**src/rtl/calc_pkg.sv**
```systemverilog
// Shared types and helpers for the sequential calculator core.
// The op and state encodings are common to the whole slice.
package calc_pkg;

  typedef enum logic [1:0] {
    OP_ADD = 2'd0,
    OP_SUB = 2'd1,
    OP_MUL = 2'd2,
    OP_DIV = 2'd3
  } op_t;

  typedef enum logic [1:0] {
    S_IDLE = 2'd0,
    S_MUL  = 2'd1,
    S_DIV  = 2'd2,
    S_DIV0 = 2'd3
  } state_t;

  localparam int NUM_OPS = 4;

  // Number of set bits; anything other than 1 means no single op was pressed.
  function automatic logic [2:0] onehot_count(input logic [NUM_OPS-1:0] v);
    logic [2:0] n;
    n = 3'd0;
    for (int i = 0; i < NUM_OPS; i++) begin
      n = n + {2'b00, v[i]};
    end
    return n;
  endfunction

endpackage

```
**src/rtl/btn_edge_sync.sv**
```systemverilog
// Per-bit synchroniser followed by a history flop.
// Produces a one-cycle pulse on each synchronised rising edge.
module btn_edge_sync #(
  parameter int N           = 5,
  parameter int SYNC_STAGES = 2
) (
  input  logic         clk,
  input  logic         rst_n,
  input  logic [N-1:0] btn_raw,
  output logic [N-1:0] pulse
);

  logic [N-1:0] sync_r [SYNC_STAGES];
  logic [N-1:0] hist_r;

  // Synchroniser chain plus history flop for edge detection
  always_ff @(posedge clk or negedge rst_n) begin
    if (!rst_n) begin
      for (int i = 0; i < SYNC_STAGES; i++) begin
        sync_r[i] <= {N{1'b0}};
      end
      hist_r <= {N{1'b0}};
    end else begin
      sync_r[0] <= btn_raw;
      for (int i = 1; i < SYNC_STAGES; i++) begin
        sync_r[i] <= sync_r[i-1];
      end
      hist_r <= sync_r[SYNC_STAGES-1];
    end
  end

  assign pulse = sync_r[SYNC_STAGES-1] & ~hist_r;

endmodule

```
**src/rtl/calc_seq_core.sv**
```systemverilog
// Sequential calculator: single-cycle ADD/SUB, WIDTH-cycle shift-add MUL and
// restoring DIV sharing one accumulator/shift-register pair.
module calc_seq_core
  import calc_pkg::*;
#(
  parameter int WIDTH       = 8,
  parameter int SYNC_STAGES = 2
) (
  input  logic               CLK100MHZ,
  input  logic               CPU_RESETN,
  input  logic [WIDTH-1:0]   A,
  input  logic [WIDTH-1:0]   B,
  input  logic               BTN_ADD,
  input  logic               BTN_SUB,
  input  logic               BTN_MUL,
  input  logic               BTN_DIV,
  input  logic               BTNC,
  output logic [2*WIDTH-1:0] out,
  output logic               busy,
  output logic               done,
  output logic               err_div0
);

  localparam int CW = $clog2(WIDTH + 1);
  localparam logic [CW-1:0] CNT_LAST = CW'(WIDTH);

  logic [4:0]         pulse_s;
  logic               clr_s;
  logic [3:0]         op_btn_s;
  logic               accept_s;
  op_t                op_s;
  state_t             state_r, state_nx_s;

  logic [WIDTH-1:0]   acc_r, acc_nx_s;
  logic [WIDTH-1:0]   shreg_r, shreg_nx_s;
  logic [WIDTH-1:0]   b_r, b_nx_s;
  logic [CW-1:0]      cnt_r, cnt_nx_s;
  logic [2*WIDTH-1:0] out_r, out_nx_s;
  logic               busy_r, busy_nx_s;
  logic               done_r, done_nx_s;
  logic               err_r, err_nx_s;

  logic [WIDTH:0]     add_s;
  logic [2*WIDTH-1:0] sub_s;
  logic [WIDTH:0]     mul_sum_s;
  logic [WIDTH:0]     div_trial_s;
  logic [WIDTH-1:0]   div_diff_s;
  logic               div_ge_s;

  btn_edge_sync #(
    .N          (5),
    .SYNC_STAGES(SYNC_STAGES)
  ) u_btn_sync (
    .clk    (CLK100MHZ),
    .rst_n  (CPU_RESETN),
    .btn_raw({BTNC, BTN_DIV, BTN_MUL, BTN_SUB, BTN_ADD}),
    .pulse  (pulse_s)
  );

  assign clr_s    = pulse_s[4];
  assign op_btn_s = pulse_s[3:0];
  assign accept_s = (state_r == S_IDLE) && !clr_s && (onehot_count(op_btn_s) == 3'd1);

  // Map the single pressed op button onto the op encoding
  always_comb begin
    case (op_btn_s)
      4'b0001: op_s = OP_ADD;
      4'b0010: op_s = OP_SUB;
      4'b0100: op_s = OP_MUL;
      4'b1000: op_s = OP_DIV;
      default: op_s = OP_ADD;
    endcase
  end

  assign add_s       = {1'b0, A} + {1'b0, B};
  assign sub_s       = {{WIDTH{1'b0}}, A} - {{WIDTH{1'b0}}, B};
  assign mul_sum_s   = {1'b0, acc_r} + (shreg_r[0] ? {1'b0, b_r} : {(WIDTH+1){1'b0}});
  assign div_trial_s = {acc_r, shreg_r[WIDTH-1]};
  assign div_ge_s    = div_trial_s >= {1'b0, b_r};
  // A partial remainder below b_r always fits in WIDTH bits, so modulo subtraction suffices
  assign div_diff_s  = div_trial_s[WIDTH-1:0] - b_r;

  // FSM state register
  always_ff @(posedge CLK100MHZ or negedge CPU_RESETN) begin
    if (!CPU_RESETN) begin
      state_r <= S_IDLE;
    end else begin
      state_r <= state_nx_s;
    end
  end

  // Next-state logic; clear wins over everything
  always_comb begin
    state_nx_s = state_r;
    if (clr_s) begin
      state_nx_s = S_IDLE;
    end else begin
      case (state_r)
        S_IDLE: begin
          if (accept_s) begin
            case (op_s)
              OP_MUL:  state_nx_s = S_MUL;
              OP_DIV:  state_nx_s = (B == {WIDTH{1'b0}}) ? S_DIV0 : S_DIV;
              default: state_nx_s = S_IDLE;
            endcase
          end else begin
            state_nx_s = S_IDLE;
          end
        end
        S_MUL, S_DIV: begin
          if (cnt_r == CNT_LAST) begin
            state_nx_s = S_IDLE;
          end else begin
            state_nx_s = state_r;
          end
        end
        S_DIV0:  state_nx_s = S_IDLE;
        default: state_nx_s = S_IDLE;
      endcase
    end
  end

  // Output and datapath next values
  always_comb begin
    acc_nx_s   = acc_r;
    shreg_nx_s = shreg_r;
    b_nx_s     = b_r;
    cnt_nx_s   = cnt_r;
    out_nx_s   = out_r;
    busy_nx_s  = busy_r;
    done_nx_s  = 1'b0;
    err_nx_s   = err_r;
    if (clr_s) begin
      out_nx_s  = {(2*WIDTH){1'b0}};
      err_nx_s  = 1'b0;
      busy_nx_s = 1'b0;
      cnt_nx_s  = {CW{1'b0}};
    end else begin
      case (state_r)
        S_IDLE: begin
          if (accept_s) begin
            err_nx_s   = 1'b0;
            b_nx_s     = B;
            shreg_nx_s = A;
            acc_nx_s   = {WIDTH{1'b0}};
            cnt_nx_s   = {CW{1'b0}};
            case (op_s)
              OP_ADD: begin
                out_nx_s  = {{(WIDTH-1){1'b0}}, add_s};
                done_nx_s = 1'b1;
              end
              OP_SUB: begin
                out_nx_s  = sub_s;
                done_nx_s = 1'b1;
              end
              default: begin
                out_nx_s = out_r;
              end
            endcase
          end else begin
            done_nx_s = 1'b0;
          end
        end
        S_MUL, S_DIV: begin
          if (cnt_r == CNT_LAST) begin
            out_nx_s  = {acc_r, shreg_r};
            done_nx_s = 1'b1;
            busy_nx_s = 1'b0;
          end else begin
            busy_nx_s = 1'b1;
            cnt_nx_s  = cnt_r + {{(CW-1){1'b0}}, 1'b1};
            if (state_r == S_MUL) begin
              acc_nx_s   = mul_sum_s[WIDTH:1];
              shreg_nx_s = {mul_sum_s[0], shreg_r[WIDTH-1:1]};
            end else begin
              acc_nx_s   = div_ge_s ? div_diff_s : div_trial_s[WIDTH-1:0];
              shreg_nx_s = {shreg_r[WIDTH-2:0], div_ge_s};
            end
          end
        end
        S_DIV0: begin
          out_nx_s  = {shreg_r, {WIDTH{1'b1}}};
          err_nx_s  = 1'b1;
          done_nx_s = 1'b1;
        end
        default: begin
          busy_nx_s = 1'b0;
        end
      endcase
    end
  end

  // Datapath and output registers
  always_ff @(posedge CLK100MHZ or negedge CPU_RESETN) begin
    if (!CPU_RESETN) begin
      acc_r   <= {WIDTH{1'b0}};
      shreg_r <= {WIDTH{1'b0}};
      b_r     <= {WIDTH{1'b0}};
      cnt_r   <= {CW{1'b0}};
      out_r   <= {(2*WIDTH){1'b0}};
      busy_r  <= 1'b0;
      done_r  <= 1'b0;
      err_r   <= 1'b0;
    end else begin
      acc_r   <= acc_nx_s;
      shreg_r <= shreg_nx_s;
      b_r     <= b_nx_s;
      cnt_r   <= cnt_nx_s;
      out_r   <= out_nx_s;
      busy_r  <= busy_nx_s;
      done_r  <= done_nx_s;
      err_r   <= err_nx_s;
    end
  end

  assign out      = out_r;
  assign busy     = busy_r;
  assign done     = done_r;
  assign err_div0 = err_r;

endmodule

```
**config.mk**
```make
export PLATFORM = sky130hd
export DESIGN_NAME = calc_seq_core
export DESIGN_NICKNAME = d
export VERILOG_FILES = /design/src/rtl/calc_pkg.sv /design/src/rtl/btn_edge_sync.sv /design/src/rtl/calc_seq_core.sv
export SDC_FILE = /design/constraint.sdc
export NUM_CORES = 1
export LEC_CHECK = 0
export BUFFER_PORTS_ARGS = -buffer_cell sky130_fd_sc_hd__buf_2
export CORE_ASPECT_RATIO = 1.75
export CORE_MARGIN = 2
export CORE_UTILIZATION = 40
export CTS_CLUSTER_SIZE = 16
export DETAILED_ROUTE_END_ITERATION = 10
export PLACE_DENSITY_LB_ADDON = 0.1
export SKIP_LAST_GASP = 1
export SLEW_MARGIN = 20
export SYNTH_ARGS = -nofsm -noshare
export SYNTH_HDL_FRONTEND = slang
export SYNTH_SLANG_ARGS = --single-unit
```
**constraint.sdc**
```tcl
create_clock -name CLK100MHZ -period 5.85 [get_ports CLK100MHZ]
set_clock_uncertainty 0.15 [all_clocks]
set_input_delay 1.17 -clock CLK100MHZ [delete_from_list [all_inputs] [get_ports CLK100MHZ]]
set_output_delay 1.17 -clock CLK100MHZ [all_outputs]
set_load 0.01 [all_outputs]
```
Word-level counts from Yosys, hierarchy flattened --
Cells that the tools add are included.
Storage, ports and cells: word-level logic and storage cells 95, bits of input ports 23, output and inout port bits 19, register bits 64
Operators by class: magnitude comparators 1, muxes and demuxes 37, bitwise operators 3, add/sub/neg operators 8, eq/ne operators 17, reduce and logical (&&, ||, !) cells 17
Operators with widths (count):
- $mux W8 | 8
- $mux W16 | 3
- $pmux W16 S3 | 1
- $pmux W16 S2 | 1
- $pmux W8 S2 | 2
- $add A8 B8 Y9 | 2
- $mux W4 | 3
- $pmux W2 S3 | 2
- $mux W1 | 10
- $ge A9 B8 Y1 | 1
- $ne A3 B3 Y1 const B | 3
- $reduce_and A3 Y1 | 3
- $sub A8 B8 Y9 | 1
- $eq A2 B2 Y1 const B | 4
- $eq A4 B4 Y1 const B | 2
- $logic_not A8 Y1 | 1
- $pmux W4 S2 | 1
- $sub A8 B8 Y8 | 1
- $mux W2 | 3
- $reduce_bool A3 Y1 | 2
- $and A5 B5 Y5 | 1
- $not A5 Y5 | 1
- $add A4 B1 Y4 const B | 1
- $eq A2 B1 Y1 const B | 2
- other kinds (19) | 24

Longest topological paths before layout --
Gate-level depths: netlist of the first run.
depth in word-level cells 10, mapped depth 12, depth with buffers taken out 10

By module --
A second synthesis of the first run with hierarchy kept.
Unflattened totals: cells, all modules 512, area total of the unflattened synthesis 4611.9 um2
By module, submodules not included:
- calc_seq_core | area an instance 4167.7 um2, sequential area each 1226.2 um2, cells each 492, instances 1
- btn_edge_sync | area an instance 444.2 um2, sequential area each 375.4 um2, cells each 20, instances 1

Worst setup path after synthesis of the first run --
OpenSTA, ideal clock, no wires.
path kind reg2reg, start point register u_btn_sync.hist_r[3], end point register cnt_r[3], data required time 5.631 ns, data arrival time 2.822 ns, buffers on the path 1, period minus slack after synthesis 3.041 ns, slack 2.809 ns, stages on the path, launching flop included 12, setup time 0.069 ns, cells stage by stage dfrtp_1 > nand2b_1 > buf_2 > inv_1 > fa_1 > and2_1 > ha_1 > or2_2 > o31ai_2 > a21oi_1 > or4_1 > nand3_1
On the way: longest elaborated chain between the ends 7
RTL lines:
- start, declared | line btn_edge_sync.sv:14 | logic [N-1:0] hist_r;
- start signal, assigned | line btn_edge_sync.sv:22 | hist_r <= {N{1'b0}};
- start signal, assigned | line btn_edge_sync.sv:28 | hist_r <= sync_r[SYNC_STAGES-1];
- $not A5 Y5 | line btn_edge_sync.sv:32 | assign pulse = sync_r[SYNC_STAGES-1] & ~hist_r;
- $and A5 B5 Y5 | line btn_edge_sync.sv:32
- $add A3 B1 Y3 | line calc_pkg.sv:26 | n = n + {2'b00, v[i]};
- $eq A3 B1 Y1 | line calc_seq_core.sv:62 | assign accept_s = (state_r == S_IDLE) && !clr_s && (onehot_count(op_btn_s) == 3'd1);
- $logic_and A1 B1 Y1 | line calc_seq_core.sv:62
- $ne A3 B3 Y1 (no source line)
- $reduce_and A3 Y1 (no source line)
- end signal, assigned | line calc_seq_core.sv:199 | cnt_r <= {CW{1'b0}};
- end signal, assigned | line calc_seq_core.sv:208 | cnt_r <= cnt_nx_s;
- end, declared | line calc_seq_core.sv:37 | logic [CW-1:0] cnt_r, cnt_nx_s;
No other way between the ends. A chain may end at the register's enable or synchronous reset.

Worst setup path in the final report of the first run --
start point register u_btn_sync.hist_r[3], end point register acc_r[7]
On the way: longest elaborated chain between the ends 7
RTL lines:
- $not A5 Y5 | line btn_edge_sync.sv:32
- $and A5 B5 Y5 | line btn_edge_sync.sv:32
- $add A3 B1 Y3 | line calc_pkg.sv:26
- $eq A3 B1 Y1 | line calc_seq_core.sv:62
- $logic_and A1 B1 Y1 | line calc_seq_core.sv:62
- $ne A2 B2 Y1 (no source line)
- $reduce_and A4 Y1 (no source line)
- end signal, assigned | line calc_seq_core.sv:196 | acc_r <= {WIDTH{1'b0}};
- end signal, assigned | line calc_seq_core.sv:205 | acc_r <= acc_nx_s;
- end, declared | line calc_seq_core.sv:34 | logic [WIDTH-1:0] acc_r, acc_nx_s;
No other way between the ends.

==> results of run 1 <==
-- layout make-up --
| cell class | count | area share [%] |
|---|---|---|
| Tap cell | 132 | 3.22 |
| Clock inverter | 5 | 1.58 |
| Timing Repair Buffer | 42 | 4.15 |
| Multi-Input combinational cell | 379 | 52.1 |
| Inverter | 42 | 3.07 |
| Clock buffer | 10 | 4.66 |
| Sequential cell | 64 | 31.2 |
-- routing by layer --
layer	up-vias	GRT usage, %
li1	1873	-
met1	1855	24.9
met5	-	0
met2	70	41.4
met4	0	9.86
met3	30	2.72
-- power by group --
group          internal, W  switching, W  total (W)
Sequential        0.000528     0.0000795   0.000608
Combinational     0.000251      0.000357   0.000608
Clock             0.000382      0.000203   0.000585
-- cells by family (layout without fill, tap and decap cells) --
group                      after synthesis  after routing  synth area share (%)
xor gates and xnor gates                11             11                  2.13
muxes                                   18             18                  4.04
adders and majority gates               46             46                  13.6
DFF                                     64             64                  35.4
and+or+nand+nor                        151            151                  16.4
AOI/OAI and AO/OA                      153            153                  23.0
buffers and inverters                   61             99                  5.48
-- worst max-delay path by stage --
stage / start / to / slack [ns] / cells after the start
after floorplan: u_btn_sync.hist_r[3] / cnt_r[3] / 2.81 / 11
after global placement: u_btn_sync.hist_r[3] / acc_r[7] / 2.32 / 10
after detailed placement: u_btn_sync.hist_r[3] / acc_r[7] / 2.19 / 10
after CTS: u_btn_sync.hist_r[3] / acc_r[7] / 2.18 / 10
after global routing: u_btn_sync.hist_r[3] / acc_r[7] / 1.94 / 10
final: u_btn_sync.hist_r[3] / acc_r[7] / 2.17 / 10
-- critical path, cell delays in order (launching register included) --
cell and delay, ns:
dfrtp_1 0.36, nand2b_1 0.27, inv_1 0.15, fa_1 0.44, and2_1 0.16, ha_1 0.27
or2_2 0.34, o31ai_2 0.27, nand2_1 0.53, a221oi_1 0.49, a22oi_1 0.11
-- through the flow --
stage | power, W | cell area, µm² | utilization [%] | std cells
6_report | 0.00180 | 5130 | 46.2 | 674
4_1_cts | 0.00181 | 5130 | 46.2 | 674
2_1_floorplan | 0.00103 | 4520 | - | 504
3_3_place_gp | 0.00121 | 4810 | 43.3 | 659
5_1_grt | 0.00191 | 5130 | 46.2 | 674
3_5_place_dp | 0.00122 | 4810 | 43.3 | 659
-- registers in the layout, summed over array words and instances, names as in the netlist --
| name | count |
|---|---|
| u_btn_sync.hist_r | 5 |
| shreg_r | 8 |
| state_r | 2 |
| done | 1 |
| err_div0 | 1 |
| busy | 1 |
| u_btn_sync.sync_r | 10 |
| acc_r | 8 |
| out | 16 |
| cnt_r | 4 |
| b_r | 8 |
-- Yosys cell counts, drive strengths merged (11+ instances only) --
cell	instances	share of area [%]
dfrtp	64	35
ha	41	11
nor2	26	2.3
and2	11	1.5
inv	42	3.5
a221oi	12	2.5
mux2i	16	3.5
o21ai	52	5.9
a21oi	28	3.2
nand3	14	1.7
clkbuf	11	0.94
nand2	59	4.9
==> results.toml, run 1 <==
[worst_setup_path]
critPathKind = "flop to flop"
startpoint_type = "flop"
arrival_ns = 3.73
worstPathRequired_ns = 5.90
cp-end-kind = "flop"
worstReg2RegStart = "u_btn_sync.hist_r[3]"
crit_fanout = 25
r2r_cells = 10
reg2reg_slack_ns = 2.17
timing.rr.end = "acc_r[7]"

[floorplanning]
pin_count = 42
start_util_pct = 40.7
die_area_mm2 = 0.0122
die-width_um = 84.4
fp.dieH_um = 145
coreArea_mm2 = 0.0111
fp-row-count = 51

[logic_synthesis]
synthCells = 504
yosys_warnings = 0
synth_edf_count = 0
syn_area_mm2 = 0.00452
synthArstFlopShare_pct = 100
yosysUniqueCellTypes = 68
synth_seq_cells = 64
syn_nets = 573
synth_ff_type = "dfrtp_1"
syn_area_per_cell_um2 = 8.97
synth_seq_area_share_pct = 35.4

[clock_network]
clk_pin_slew_ns = 0.06
cts_tree = "built"
cts_hold_buffers = 0
h-tree-depth = 3
postCtsResizedCells = 0
clock_path_buffers = 2
clock_latency_ns = 0.33
post_cts_buffers = 0
numCtsBuffers = 9
clock_sinks = 64
ctsRootBufferMaster = "clkbuf_16"

[timing]
fin_ws_ns = 2.17
timing.fmax_mhz = 272
drv_slew = 0
setup_violations = 0
rsz0062_at_grt = "no"
finalHoldViolCount = 0
final.setup.tns_ns = 0
layout_min_cycle_time_ns = 3.68
finalCritPeriodShare_pct = 62.9
relSlewSlack_pct = 34.3
holdWs_ns = 0.195
worst_pin_slew_ns = 0.985

[detailed_routing]
drc = 0
drt_iter0_drc = 197
via_per_inst = 5.68
ant_nets = 0
avgRoutedWirePerCell_um = 19.1
vias = 3828
wl_mm = 12.9
met1_length_mm = 5.14
wl_met3_um = 288
top_layer = "met4"
first_pass_iters = 5
met2WireLength_mm = 7.02

[placed_design]
dp_slack_ns = 2.19
dp_hpwl_mm = 9.91
gp_congestion = 0.893
port_buffers = 41

[layout]
register_area_mm2 = 0.00160
final_common_cell = "dfrtp_1"
syn2layout_area_growth_pct = 13.4
multiInputGateArea_mm2 = 0.00267
nFillCells = 1127
finalNetCount = 607
final_cell_mix = "dfrtp_1, nand2_1, o21ai_0"
diodes = 0
drive_gt1_share_pct = 14.2

[global_routing]
grtUsageTotal_pct = 22.1
grt-ovfl-total = 0
grt_max_degree = 65
antenna_found_initial = 0
grt_pass1_wl_mm = 20.7
grt_pass1_vias = 3836

[pwr]
ir_drop_uv = 157
leakage_nw = 2.40
power_density_mw_per_mm2 = 351

[hold_path]
hold_depth = 0
hold_path_startpoint = "u_btn_sync.sync_r[7]"
hold_class = "flop to flop"
whs_endpoint = "u_btn_sync.sync_r[2]"

[job]
cap_violations = 0

[run_status]
run_status = "finished, final reports clean"
No activity file was read; power rests on OpenSTA's default activity.
==> run 2, diff against run 1 <==
- ABC_AREA: not set -> 1
- clock period: 5.85 -> 3.5 ns (I/O delays scaled with it)
==> results.toml, run 2 <==
[worst_setup_path]
critPathMaxStageDelay_ns = 0.47
cp-end-kind = "flop"
worstReg2RegStart = "u_btn_sync.sync_r[1]"
r2r_cells = 15
arrival_ns = 2.99
critPathKind = "flop to flop"
timing.critical_path.slowest_stage_cell = "fa_1"
critPathTopFamily = "simple AND/OR/NAND/NOR gates"
crit_path_frequent_cell = "nand2_1"
startpoint_type = "flop"
crit_fanout = 6
cp.buffers_inverters = 3
timing.rr.end = "acc_r[3]"
crit_chain = "inv_1 > nor2_1 > fa_1 > nand2_1 > inv_1 > ha_1 > nor2_1 > nand3_2 > nand2_1 > nand2_1 > nor2_2 > inv_1 > a21oi_1 > nand2_1 > nand2_1"
worstPathRequired_ns = 3.62
reg2reg_slack_ns = 0.64

[logic_synthesis]
synth_area_leaders = "dfrtp_1, nand2_1, ha_1"
synth_compound_area_share_pct = 10.4
yosys_warnings = 0
muxShareOfSynthArea_pct = 0
syn_nets = 766
synthArstFlopShare_pct = 100
synthCells = 697
synth_ff_type = "dfrtp_1"
post_synth_xor_area_fraction_pct = 0.903
synth_seq_area_share_pct = 33.0
synth_top_family_by_area = "simple AND/OR/NAND/NOR gates"
synth_most_common_cell = "nand2_1"
synth_area_leader_cell = "dfrtp_1"
syn_area_mm2 = 0.00485
synth_top_area_share_pct = 33.0
synthAdderAreaFrac_pct = 12.6
synth-simple-area-share_pct = 32.3
yosysUniqueCellTypes = 35
synth_edf_count = 0
synth_seq_cells = 64
syn_area_per_cell_um2 = 6.96
ys_top_cells_by_count = "nand2_1, inv_1, nand3_1"

[timing]
timing.fmax_mhz = 349
layout_min_cycle_time_ns = 2.86
finalHoldViolCount = 0
worst_pin_slew_ns = 0.589
finalCritPeriodShare_pct = 81.8
fin_ws_ns = 0.636
relSlewSlack_pct = 60.8
drv_slew = 0
final.setup.tns_ns = 0
rsz0062_at_grt = "no"
setup_violations = 0
holdWs_ns = 0.179

[floorplanning]
die-width_um = 87.2
pin_count = 42
fp-row-count = 53
die_area_mm2 = 0.0131
coreArea_mm2 = 0.0119
start_util_pct = 40.6
fp.dieH_um = 150

[clock_network]
clock_latency_ns = 0.33
clk_pin_slew_ns = 0.06
cts_hold_buffers = 0
h-tree-depth = 3
clock_sinks = 64
post_cts_buffers = 0
clock_path_buffers = 2
cts_tree = "built"
ctsRootBufferMaster = "clkbuf_16"
postCtsResizedCells = 0
numCtsBuffers = 9

[job]
cap_violations = 0

[global_routing]
grt_pass1_vias = 4812
grtUsageTotal_pct = 24.3
grt_max_degree = 27
grt_pass1_wl_mm = 24.1
antenna_found_initial = 0
grt-ovfl-total = 0

[detailed_routing]
vias = 4667
avgRoutedWirePerCell_um = 17.1
via_per_inst = 5.30
ant_nets = 0
wl_mm = 15.1
drc = 0
first_pass_iters = 5
drt_iter0_drc = 229

[run_status]
run_status = "finished, final reports clean"

[placed_design]
gp_congestion = 0.892
dp_hpwl_mm = 12.2
port_buffers = 41
dp_slack_ns = 0.646

[layout]
drive_gt1_share_pct = 11.0
multiInputGateArea_mm2 = 0.00273
final_common_cell = "nand2_1"
finalNetCount = 807
largest_reg_flops = 16
nFillCells = 1274
utilization_pct = 46.2
diodes = 0
final_cell_mix = "nand2_1, inv_1, nand3_1"
register_area_mm2 = 0.00160
syn2layout_area_growth_pct = 13.7

[pwr]
leakage_nw = 3.14
ir_drop_uv = 335
power_density_mw_per_mm2 = 555

[hold_path]
hold_class = "input pin to async pin"
[run 2: changes by cell type in the layout (fill, tap and decap cells not counted), sizes merged, moves of 8 or more]
cell | before | now
o21ai | 52 | 35
and2 | 11 | 0
nor2 | 26 | 47
mux2i | 16 | 0
a211oi | 8 | 0
o31ai | 8 | 0
a21oi | 28 | 39
nand2 | 59 | 226
inv | 42 | 110
nand4 | 0 | 18
nand3 | 14 | 67
a221oi | 12 | 0
[run 2: report_power, final]
group	internal (W)	switching, W	leakage, nW
sequential	0.000864	0.000113	0.807
clock	0.000706	0.000365	0.172
combinational	0.000337	0.000672	2.16
total	0.00191	0.00115	3.14
[run 2: worst max path at each step]
| stage | start | endpoint | slack [ns] | cells past startpoint |
|---|---|---|---|---|
| finish | u_btn_sync.sync_r[1] | acc_r[3] | 0.64 | 15 |
| global route | u_btn_sync.sync_r[1] | out[2] | 0.42 | 13 |
| CTS | u_btn_sync.sync_r[1] | out[15] | 0.64 | 13 |
| detailed placement | u_btn_sync.sync_r[1] | out[15] | 0.65 | 13 |
| global placement | u_btn_sync.hist_r[1] | out[4] | 0.67 | 12 |
| floorplan | u_btn_sync.hist_r[1] | shreg_r[6] | 1.01 | 14 |
[run 2: cells by family (layout without fill, tap and decap cells)]
family,Yosys count,in the layout
compound gates,94,94
flops,64,64
xor+xnor,5,5
simple gates,364,364
fa+ha+maj,46,46
buf+inv,124,170
[run 2: layer usage]
layer  track usage, %  part of all wire, %  vias to the layer above
li1                 -                    -                     2319
met1             25.5                   37                     2178
met2             45.3                   55                      119
met3             2.70                  2.5                       51
met4             14.0                  6.1                        0
met5                0                    0                        -
[run 2: layout make-up]
| cell class | instances | share of cell area [%] |
|---|---|---|
| sequential | 64 | 29.1 |
| inverter | 108 | 7.49 |
| tap | 137 | 3.11 |
| multi-input combinational | 509 | 49.5 |
| clock inverter | 7 | 2.32 |
| timing repair buffer | 46 | 4.40 |
| clock buffer | 9 | 4.09 |
[run 2: through the flow]
stage | instance area, µm² | cells | total power, W
after floorplan | 4850 | 697 | 0.00166
after global placement | 5160 | 864 | 0.00198
after detailed placement | 5160 | 864 | 0.00200
after CTS | 5510 | 880 | 0.00308
after global routing | 5510 | 880 | 0.00324
final | 5510 | 880 | 0.00306
[run 2: worst register-to-register path, cell delays in order (launching register included)]
cell and delay (ns):
dfrtp_1 0.35, inv_1 0.04, nor2_1 0.21, fa_1 0.47, nand2_1 0.11, inv_1 0.05
ha_1 0.27, nor2_1 0.14, nand3_2 0.14, nand2_1 0.08, nand2_1 0.08, nor2_2 0.23
inv_1 0.18, a21oi_1 0.18, nand2_1 0.07, nand2_1 0.05
==> run 3, diff against run 2 <==
- clock period: 3.5 -> 2.6 ns (I/O delays scaled with it)
==> results.toml, run 3 (synthesis results as in run 2) <==
[run_status]
run_status = "finished, final reports clean"

[clock_network]
clk_pin_slew_ns = 0.06
numCtsBuffers = 9
clock_sinks = 64
cts_hold_buffers = 0
cts_tree = "built"
clock_path_buffers = 2
clock_latency_ns = 0.34
h-tree-depth = 3
ctsRootBufferMaster = "clkbuf_16"

[placed_design]
dp_hpwl_mm = 12.1
place_area_mm2 = 0.00529
port_buffers = 41
gp_congestion = 0.906

[worst_setup_path]
timing.rr.end = "acc_r[4]"
cp.depth = 16
r2r_cells = 16
critPathTopFamily = "simple AND/OR/NAND/NOR gates"
cp.buffers_inverters = 4
cp-end-kind = "flop"
arrival_ns = 2.56
worstReg2RegStart = "u_btn_sync.sync_r[3]"
startpoint_type = "flop"
critPathMaxStageDelay_ns = 0.53
timing.critical_path.slowest_stage_cell = "fa_1"
crit_chain = "nand2_2 > inv_2 > fa_1 > nand2_2 > inv_2 > ha_4 > nor2_4 > nand3_4 > nand2_2 > nand2_4 > nor2_4 > buf_6 > o21ai_0 > inv_1 > nand2_1 > nand2_1"
reg2reg_slack_ns = 0.17
crit_path_frequent_cell = "nand2_2"
worstPathRequired_ns = 2.73
critPathKind = "flop to flop"
crit_fanout = 3

[floorplanning]
coreArea_mm2 = 0.0119
die_area_mm2 = 0.0131
die-width_um = 87.2
start_util_pct = 40.6
fp-row-count = 53
pin_count = 42
fp.dieH_um = 150

[layout]
nFillCells = 1208
design_area_mm2 = 0.00575
final_cell_mix = "nand2_1, inv_1, nand3_1"
final_common_cell = "nand2_1"
syn2layout_area_growth_pct = 18.6
finalNetCount = 828
largest_reg_flops = 16
drive_gt1_share_pct = 15.8
diodes = 0

[global_routing]
grt_pass1_wl_mm = 23.8
grtUsageTotal_pct = 24.2
grt_max_degree = 26
grt_pass1_vias = 4723
antenna_found_initial = 0
grt-ovfl-total = 0

[pwr]
intPower_w = 0.00254
leakage_nw = 3.23
p_seq_share_pct = 32.0
clkPwrFrac_pct = 32.5
switching_share_pct = 37.7
p_comb_share_pct = 35.5
p_sw_w = 0.00154
ir_drop_uv = 433
finalPower_w = 0.00408
power_density_mw_per_mm2 = 710

[detailed_routing]
wl_mm = 14.9
drc = 0
vias = 4731
via_per_inst = 5.25
drt_iter0_drc = 194
first_pass_iters = 6
avgRoutedWirePerCell_um = 16.5
ant_nets = 0

[timing]
relSlewSlack_pct = 63.4
rsz0062_at_grt = "no"
worst_pin_slew_ns = 0.549
timing.fmax_mhz = 411
final.setup.tns_ns = 0
finalCritPeriodShare_pct = 93.5
layout_min_cycle_time_ns = 2.43
setup_violations = 0
drv_slew = 0
finalHoldViolCount = 0

[hold_path]
hold_class = "input pin to async pin"

[job]
cap_violations = 0
[run 3: cell types whose count changed in the layout (fill, tap and decap cells not counted), sizes merged]
cell / delta
clkinv: +1
clkbuf: +1
bufinv: -1
clkinvlp: +2
buf: +21
inv: -3
[run 3: worst max path at each step]
stage / endpoint / start
finish: acc_r[4] / u_btn_sync.sync_r[3]
detailed placement: cnt_r[3] / u_btn_sync.sync_r[1]
floorplan: shreg_r[6] / u_btn_sync.hist_r[1]
CTS: shreg_r[2] / u_btn_sync.hist_r[0]
global route: acc_r[4] / u_btn_sync.sync_r[0]
global placement: out[9] / A[0]
[run 3: power groups by stage]
stage          combinational (W)  clock (W)  sequential (W)
3_3_place_gp             0.00139          0         0.00131
5_1_grt                  0.00163    0.00139         0.00132
4_1_cts                  0.00141    0.00135         0.00130
2_1_floorplan           0.000935          0         0.00129
6_report                 0.00145    0.00133         0.00130
3_5_place_dp             0.00140          0         0.00132
[run 3: timing repair]
item	CTS	global route
endpoints found under the setup margin	2	43
endpoints found under the hold margin	0	0
pin swaps	0	9
gates cloned	0	0
resized for setup	2	29
buffers inserted	0	4
[run 3: area by class of cell]
type,count,area (µm²),share of cell area (%)
clock inverter,6,92.6,1.61
clock buffer,10,239,4.16
multi-input combinational,509,2810,48.8
inverter,108,425,7.40
timing repair buffer,67,412,7.16
tap,137,171,2.98
sequential,64,1600,27.9
[run 3: worst register-to-register path: cells and delay by family, from the launching register on]
kind | cells | cell delay [ns]
simple gates | 9 | 0.75
fa+ha+maj | 2 | 0.72
flops | 1 | 0.39
buf+inv | 4 | 0.29
compound gates | 1 | 0.07
[run 3: layer usage]
metal | vias to the layer above | GRT usage (%) | share of wire [%]
li1 | 2361 | - | -
met1 | 2189 | 25.2 | 37
met2 | 123 | 44.0 | 53
met3 | 58 | 2.65 | 2.8
met4 | 0 | 16.3 | 6.9
met5 | - | 0 | 0
[run 3: per-stage QoR]
| step | worst slack [ns] | util [%] | hold slack, ns | cells |
|---|---|---|---|---|
| 4_1_cts | 0.0284 | 47.1 | 0.0311 | 897 |
| 3_3_place_gp | 0.0637 | 44.3 | 0.192 | 881 |
| 5_1_grt | 0.0178 | 48.2 | 0.0517 | 901 |
| 6_report | 0.170 | 48.2 | 0.0238 | 901 |
| 3_5_place_dp | -0.0116 | 44.3 | 0.186 | 881 |
| 2_1_floorplan | 0.113 | - | 0.0744 | 697 |
